[config.mk]
export PLATFORM = sky130hd
export DESIGN_NAME = cpu_run_ctrl
export DESIGN_NICKNAME = d
export VERILOG_FILES = /design/src/rtl/cpu_run_ctrl.sv
export SDC_FILE = /design/constraint.sdc
export NUM_CORES = 1
export LEC_CHECK = 0
export CAP_MARGIN = 15
export CORE_ASPECT_RATIO = 1.1
export CORE_UTILIZATION = 30
export DETAILED_ROUTE_END_ITERATION = 10
export PLACE_DENSITY = 0.54
export SLEW_MARGIN = 20
export SYNTH_ARGS = -nofsm -noshare
export SYNTH_HDL_FRONTEND = slang
export SYNTH_SLANG_ARGS = --single-unit
[constraint.sdc]
create_clock -name clk -period 3.6 [get_ports clk]
set_input_delay 1.08 -clock clk [delete_from_list [all_inputs] [get_ports clk]]
set_output_delay 1.08 -clock clk [all_outputs]
set_load 0.02 [all_outputs]
[src/rtl/cpu_run_ctrl.sv]
// Execution controller for the RV32I core: turns a bouncy step button and a run
// switch into a one-clock-per-instruction enable, with halt/breakpoint handling.
module cpu_run_ctrl #(
  parameter int DEBOUNCE_CYCLES = 1000000,
  parameter int RUN_DIV         = 10,
  parameter int CNT_W           = 32
) (
  input  logic             clk,
  input  logic             rst,
  input  logic             step_btn,
  input  logic             run_sw,
  input  logic             halt,
  input  logic             bp_en,
  input  logic [31:0]      bp_addr,
  input  logic [31:0]      pc,
  output logic             cpu_en,
  output logic [1:0]       state,
  output logic [CNT_W-1:0] step_cnt
);

  localparam int DB_W  = (DEBOUNCE_CYCLES > 1) ? $clog2(DEBOUNCE_CYCLES) : 1;
  localparam int DIV_W = $clog2(RUN_DIV);
  localparam logic [DB_W-1:0]  DB_LAST  = DB_W'(DEBOUNCE_CYCLES - 1);
  localparam logic [DIV_W-1:0] DIV_LAST = DIV_W'(RUN_DIV - 1);

  typedef enum logic [1:0] {
    S_IDLE   = 2'd0,
    S_RUN    = 2'd1,
    S_HALTED = 2'd2
  } state_t;

  logic             r_btn_s1, r_btn_s2;
  logic             r_run_s1, r_run_s2;
  logic             r_db, r_db_d;
  logic [DB_W-1:0]  r_db_cnt;
  logic [DIV_W-1:0] r_div;
  state_t           r_state;
  logic             r_cpu_en;
  logic [CNT_W-1:0] r_step_cnt;

  logic             w_step_req;
  logic             w_fire;
  logic             w_bp_hit;
  state_t           w_next_state;
  logic             w_next_en;
  logic [DIV_W-1:0] w_div_next;

  // Synchronizers and step debounce; db only moves after DEBOUNCE_CYCLES
  // consecutive samples that disagree with it.
  always_ff @(posedge clk or posedge rst) begin
    if (rst) begin
      r_btn_s1 <= 1'b0;
      r_btn_s2 <= 1'b0;
      r_run_s1 <= 1'b0;
      r_run_s2 <= 1'b0;
      r_db     <= 1'b0;
      r_db_d   <= 1'b0;
      r_db_cnt <= '0;
    end else begin
      r_btn_s1 <= step_btn;
      r_btn_s2 <= r_btn_s1;
      r_run_s1 <= run_sw;
      r_run_s2 <= r_run_s1;
      r_db_d   <= r_db;
      if (r_btn_s2 == r_db) begin
        r_db_cnt <= '0;
      end else if (r_db_cnt == DB_LAST) begin
        r_db     <= r_btn_s2;
        r_db_cnt <= '0;
      end else begin
        r_db_cnt <= r_db_cnt + DB_W'(1);
      end
    end
  end

  assign w_step_req = r_db & ~r_db_d;
  assign w_fire     = (r_div == DIV_LAST);
  assign w_bp_hit   = bp_en && (pc == bp_addr);

  always_comb begin
    w_next_state = r_state;
    w_next_en    = 1'b0;
    w_div_next   = '0;
    case (r_state)
      S_IDLE: begin
        if (r_run_s2) begin
          w_next_state = S_RUN;
        end else if (w_step_req) begin
          w_next_en = 1'b1;
        end
      end
      S_RUN: begin
        if (!r_run_s2) begin
          w_next_state = S_IDLE;
        end else if (halt) begin
          w_next_state = S_HALTED;
        end else if (w_fire && w_bp_hit) begin
          w_next_state = S_HALTED;
        end else begin
          w_next_en  = w_fire;
          w_div_next = w_fire ? '0 : r_div + DIV_W'(1);
        end
      end
      S_HALTED: begin
        // A step always executes here, even sitting on the breakpoint PC.
        if (!r_run_s2) begin
          w_next_state = S_IDLE;
        end else if (w_step_req) begin
          w_next_en = 1'b1;
        end
      end
      default: w_next_state = S_IDLE;
    endcase
  end

  always_ff @(posedge clk or posedge rst) begin
    if (rst) begin
      r_state    <= S_IDLE;
      r_div      <= '0;
      r_cpu_en   <= 1'b0;
      r_step_cnt <= '0;
    end else begin
      r_state  <= w_next_state;
      r_div    <= w_div_next;
      r_cpu_en <= w_next_en;
      if (r_cpu_en) begin
        r_step_cnt <= r_step_cnt + CNT_W'(1);
      end
    end
  end

  assign cpu_en   = r_cpu_en;
  assign state    = r_state;
  assign step_cnt = r_step_cnt;

endmodule

==> summary.txt <==
Status
  – Outcome: finished, final reports clean

Layout
  – Syn-to-layout area delta: 46.61%
  – Share of layout cells above drive strength 1: 0.06512
  – Leading cell type in the layout, fill and taps excluded: sky130_fd_sc_hd__clkdlybuf4s50_1
  – Number of diodes added for antenna fixing: 0
  – Nets: 503
  – Most frequent cells in the layout: sky130_fd_sc_hd__clkdlybuf4s50_1 (104), sky130_fd_sc_hd__dfrtp_1 (65), sky130_fd_sc_hd__xnor2_1 (59), sky130_fd_sc_hd__nor2_1 (36), sky130_fd_sc_hd__nand2_1 (30)

Drt
  – Average wire per standard cell: 12.78 um
  – Number of vias per cell: 4.515
  – Number of DRC violations after detailed routing: 0
  – 1st-iter DRT viols: 75
  – Vias after detailed routing: 2587
  – WL final: 7325 um
  – Detail Route Antenna Nets: 0
  – Iteration count of the initial detailed-routing pass: 4

Logic synthesis
  – Number of nets produced by synthesis: 389
  – Post-synth cell types: 34
  – Synth Cell Area: 3264 um^2
  – Post-synthesis area per instance: 10.50 um^2
  – Yosys reg bits: 65
  – Post-Syn Instances: 311
  – Sequential element share of the synthesized area: 0.4983
  – EDFF count, synth: 0
  – Most instantiated flip-flop cell in the synthesis netlist: sky130_fd_sc_hd__dfrtp_1
  – Synth async-reset ratio: 1.000
  – Synth Warn #: 0

Placed design
  – Half-perimeter wire length of the detailed placement result: 5556 um
  – Placer Congestion: 0.7510
  – Port bufs: 104

Pwr
  – Sequential Power Share: 0.399
  – Total internal power: 1.521 mW
  – Sw Ratio: 0.2542
  – Comb pwr share: 0.174
  – Overall power of the completed layout: 2.039 mW
  – Maximum VDD drop: 234.7 uV
  – P per Cell Area: 426.0 nW/um^2
  – Leakage Power: 1.983 nW
  – Net switching power of the design: 518.3 uW
  – Part of the power in the clock network: 0.426

Worst setup path
  – Largest stage delay on the critical path: 0.42 ns
  – CP Data Arrival Time: 2.96 ns
  – Nature of the critical path startpoint: primary input
  – Kind of critical path: in -> reg
  – Slowest cell on crit path: sky130_fd_sc_hd__clkdlybuf4s50_1
  – Most frequent CP cell: sky130_fd_sc_hd__nand4_1
  – Critical Path RT: 3.81 ns
  – Category of the worst setup path capture point: flop
  – List of cells traversed by the critical path: clkdlybuf4s50_1, xnor2_1, nand4_1, nor4_1, nand4_1, a21oi_1, mux2_2
  – Largest driver fanout on the critical path: 3

Floorplan
  – Row cnt: 39
  – Die height: 111.4 um
  – Horizontal die dimension: 101.5 um
  – Effective utilization at floorplan: 0.3112
  – Number of top-level design ports: 105
  – Area of the placeable core: 10490 um^2
  – Die Area: 11300 um^2

Global routing
  – Number of global-route vias before repair: 2596
  – Global-route usage over all layers: 0.1394
  – Pin count of the biggest net entering global routing: 33
  – First-pass GRT wire length: 12200 um
  – Antenna violations before repair: 0
  – Remaining Overflow, GRT: 0

Clock tree
  – Total clock buffers created by CTS: 9
  – Clock Latency Late Sink: 0.33 ns
  – Clock Path Buffers: 2
  – Clk pin slew, worst setup/hold paths: 0.05 ns
  – Post-CTS setup buffer count: 0
  – Number of buffers inserted for hold repair after clock tree synthesis: 0
  – Clock tree root driver cell: sky130_fd_sc_hd__clkbuf_16
  – # resized after CTS: 0
  – Max H-tree Level: 3
  – Number of sinks on the clock net: 65
  – Clock tree from TritonCTS: yes

Timing
  – Worst Skew: 0.007197 ns
  – Highest clock rate: 0.3639 GHz
  – Slew @ Worst Pin: 0.6591 ns
  – Max-slew violations: 0
  – Min Tclk post-route: 2.748 ns
  – Unrepaired setup endpoints after global routing: false
  – Final Hold Vio Count: 0
  – Tightest slew margin relative to the limit: 0.5606
  – Number of failing setup endpoints in the final timing report: 0
  – Period Utilization, post-route: 0.7633
  – Final-layout setup total negative slack: 0 ns

Flow run
  – Number of maximum-capacitance violations: 0

Hold path
  – Class of the worst hold path: reg -> reg
-- layer usage --
layer  wire length (um)  part of all wire  GRT usage
met2               3345              0.46     0.2218
met1               3170              0.43     0.1703
met5                  0                 0          0
met3                663             0.091    0.04394
met4                146             0.020    0.06667
-- worst max-delay path, delay by kind of cell --
family                 cells  cell delay [ns]
AO/OA/AOI/OAI              1             0.20
XOR/XNOR                   1             0.22
buffers and inverters      1             0.42
multiplexers               1             0.34
AND/OR/NAND/NOR            3             0.68
-- area by class of cell --
cell class | count | area, um^2
inverters | 8 | 30.03
multi-input cells | 235 | 1588
clock buffers | 10 | 239.0
well taps | 143 | 178.9
fillers | 1006 | 5705
flip-flops and latches | 65 | 1627
repair buffers | 106 | 1056
clock inverters | 6 | 67.56
-- sequential cells by signal (all words and copies together) (netlist names) --
name / count
r_btn_s2: 1
r_div: 4
r_db_d: 1
state: 2
step_cnt: 32
r_db: 1
r_run_s1: 1
cpu_en: 1
r_run_s2: 1
r_btn_s1: 1
r_db_cnt: 20
-- cells by family (layout without fill, tap and decap cells) --
logic type	Yosys count	in the layout	share of synthesized area
and+or+nand+nor	133	133	0.2077
DFF	65	65	0.4983
muxes	4	4	0.01341
adders and majority gates	8	8	0.03066
xor gates and xnor gates	82	82	0.2200
AOI/OAI and AO/OA	8	8	0.01456
buffers and inverters	11	130	0.01533
-- cell usage after synthesis, types with 2 or more instances --
cell type	number	area share
sky130_fd_sc_hd__nor2_1	36	0.041
sky130_fd_sc_hd__mux2_2	3	0.010
sky130_fd_sc_hd__and3_1	7	0.013
sky130_fd_sc_hd__or2_1	2	0.0038
sky130_fd_sc_hd__nand2b_1	2	0.0038
sky130_fd_sc_hd__and4_1	3	0.0081
sky130_fd_sc_hd__ha_1	8	0.031
sky130_fd_sc_hd__nand3_1	17	0.026
sky130_fd_sc_hd__dfrtp_1	65	0.50
sky130_fd_sc_hd__a21oi_1	5	0.0077
sky130_fd_sc_hd__xnor2_1	59	0.16
sky130_fd_sc_hd__inv_1	8	0.0092
sky130_fd_sc_hd__nor4_1	4	0.0077
sky130_fd_sc_hd__buf_4	2	0.0046
sky130_fd_sc_hd__nand2_1	30	0.034
sky130_fd_sc_hd__nor3_1	4	0.0061
sky130_fd_sc_hd__nand4b_1	2	0.0054
sky130_fd_sc_hd__nand4_1	16	0.031
sky130_fd_sc_hd__xor2_1	23	0.062
-- power by group through the flow --
stage | clock network [mW] | logic, mW | registers (mW)
global route | 0.924 | 0.393 | 0.821
detailed placement | 0 | 0.358 | 0.828
global placement | 0 | 0.353 | 0.825
floorplan | 0 | 0.147 | 0.853
finish | 0.870 | 0.355 | 0.814
CTS | 0.898 | 0.359 | 0.815
-- final timing paths --
kind                                     end  slack, ns  cells past startpoint         from
worst max-delay path                state[0]       0.85                      7  bp_addr[19]
min in group asynchronous       step_cnt[12]       1.00                      2          rst
worst max register to register   r_db_cnt[2]       1.52                      5  r_db_cnt[0]
max in group asynchronous        r_db_cnt[2]       1.90                      3          rst
worst min-delay path                r_run_s2       0.35                      0     r_run_s1
worst min register to register      r_run_s2       0.35                      0     r_run_s1
-- through the flow --
| stage | util | instance area (um^2) | hold WS [ns] | setup slack, ns | std cells |
|---|---|---|---|---|---|
| floorplan | - | 3264 | 0.3312 | 0.8935 | 311 |
| global placement | 0.4270 | 4479 | 0.3331 | 0.5201 | 557 |
| detailed placement | 0.4270 | 4479 | 0.3378 | 0.4447 | 557 |
| CTS | 0.4562 | 4786 | 0.3503 | 0.7915 | 573 |
| global route | 0.4562 | 4786 | 0.3566 | 0.7139 | 573 |
| finish | 0.4562 | 4786 | 0.3483 | 0.8522 | 573 |
Note: power is estimated with default switching activity, not from simulation.
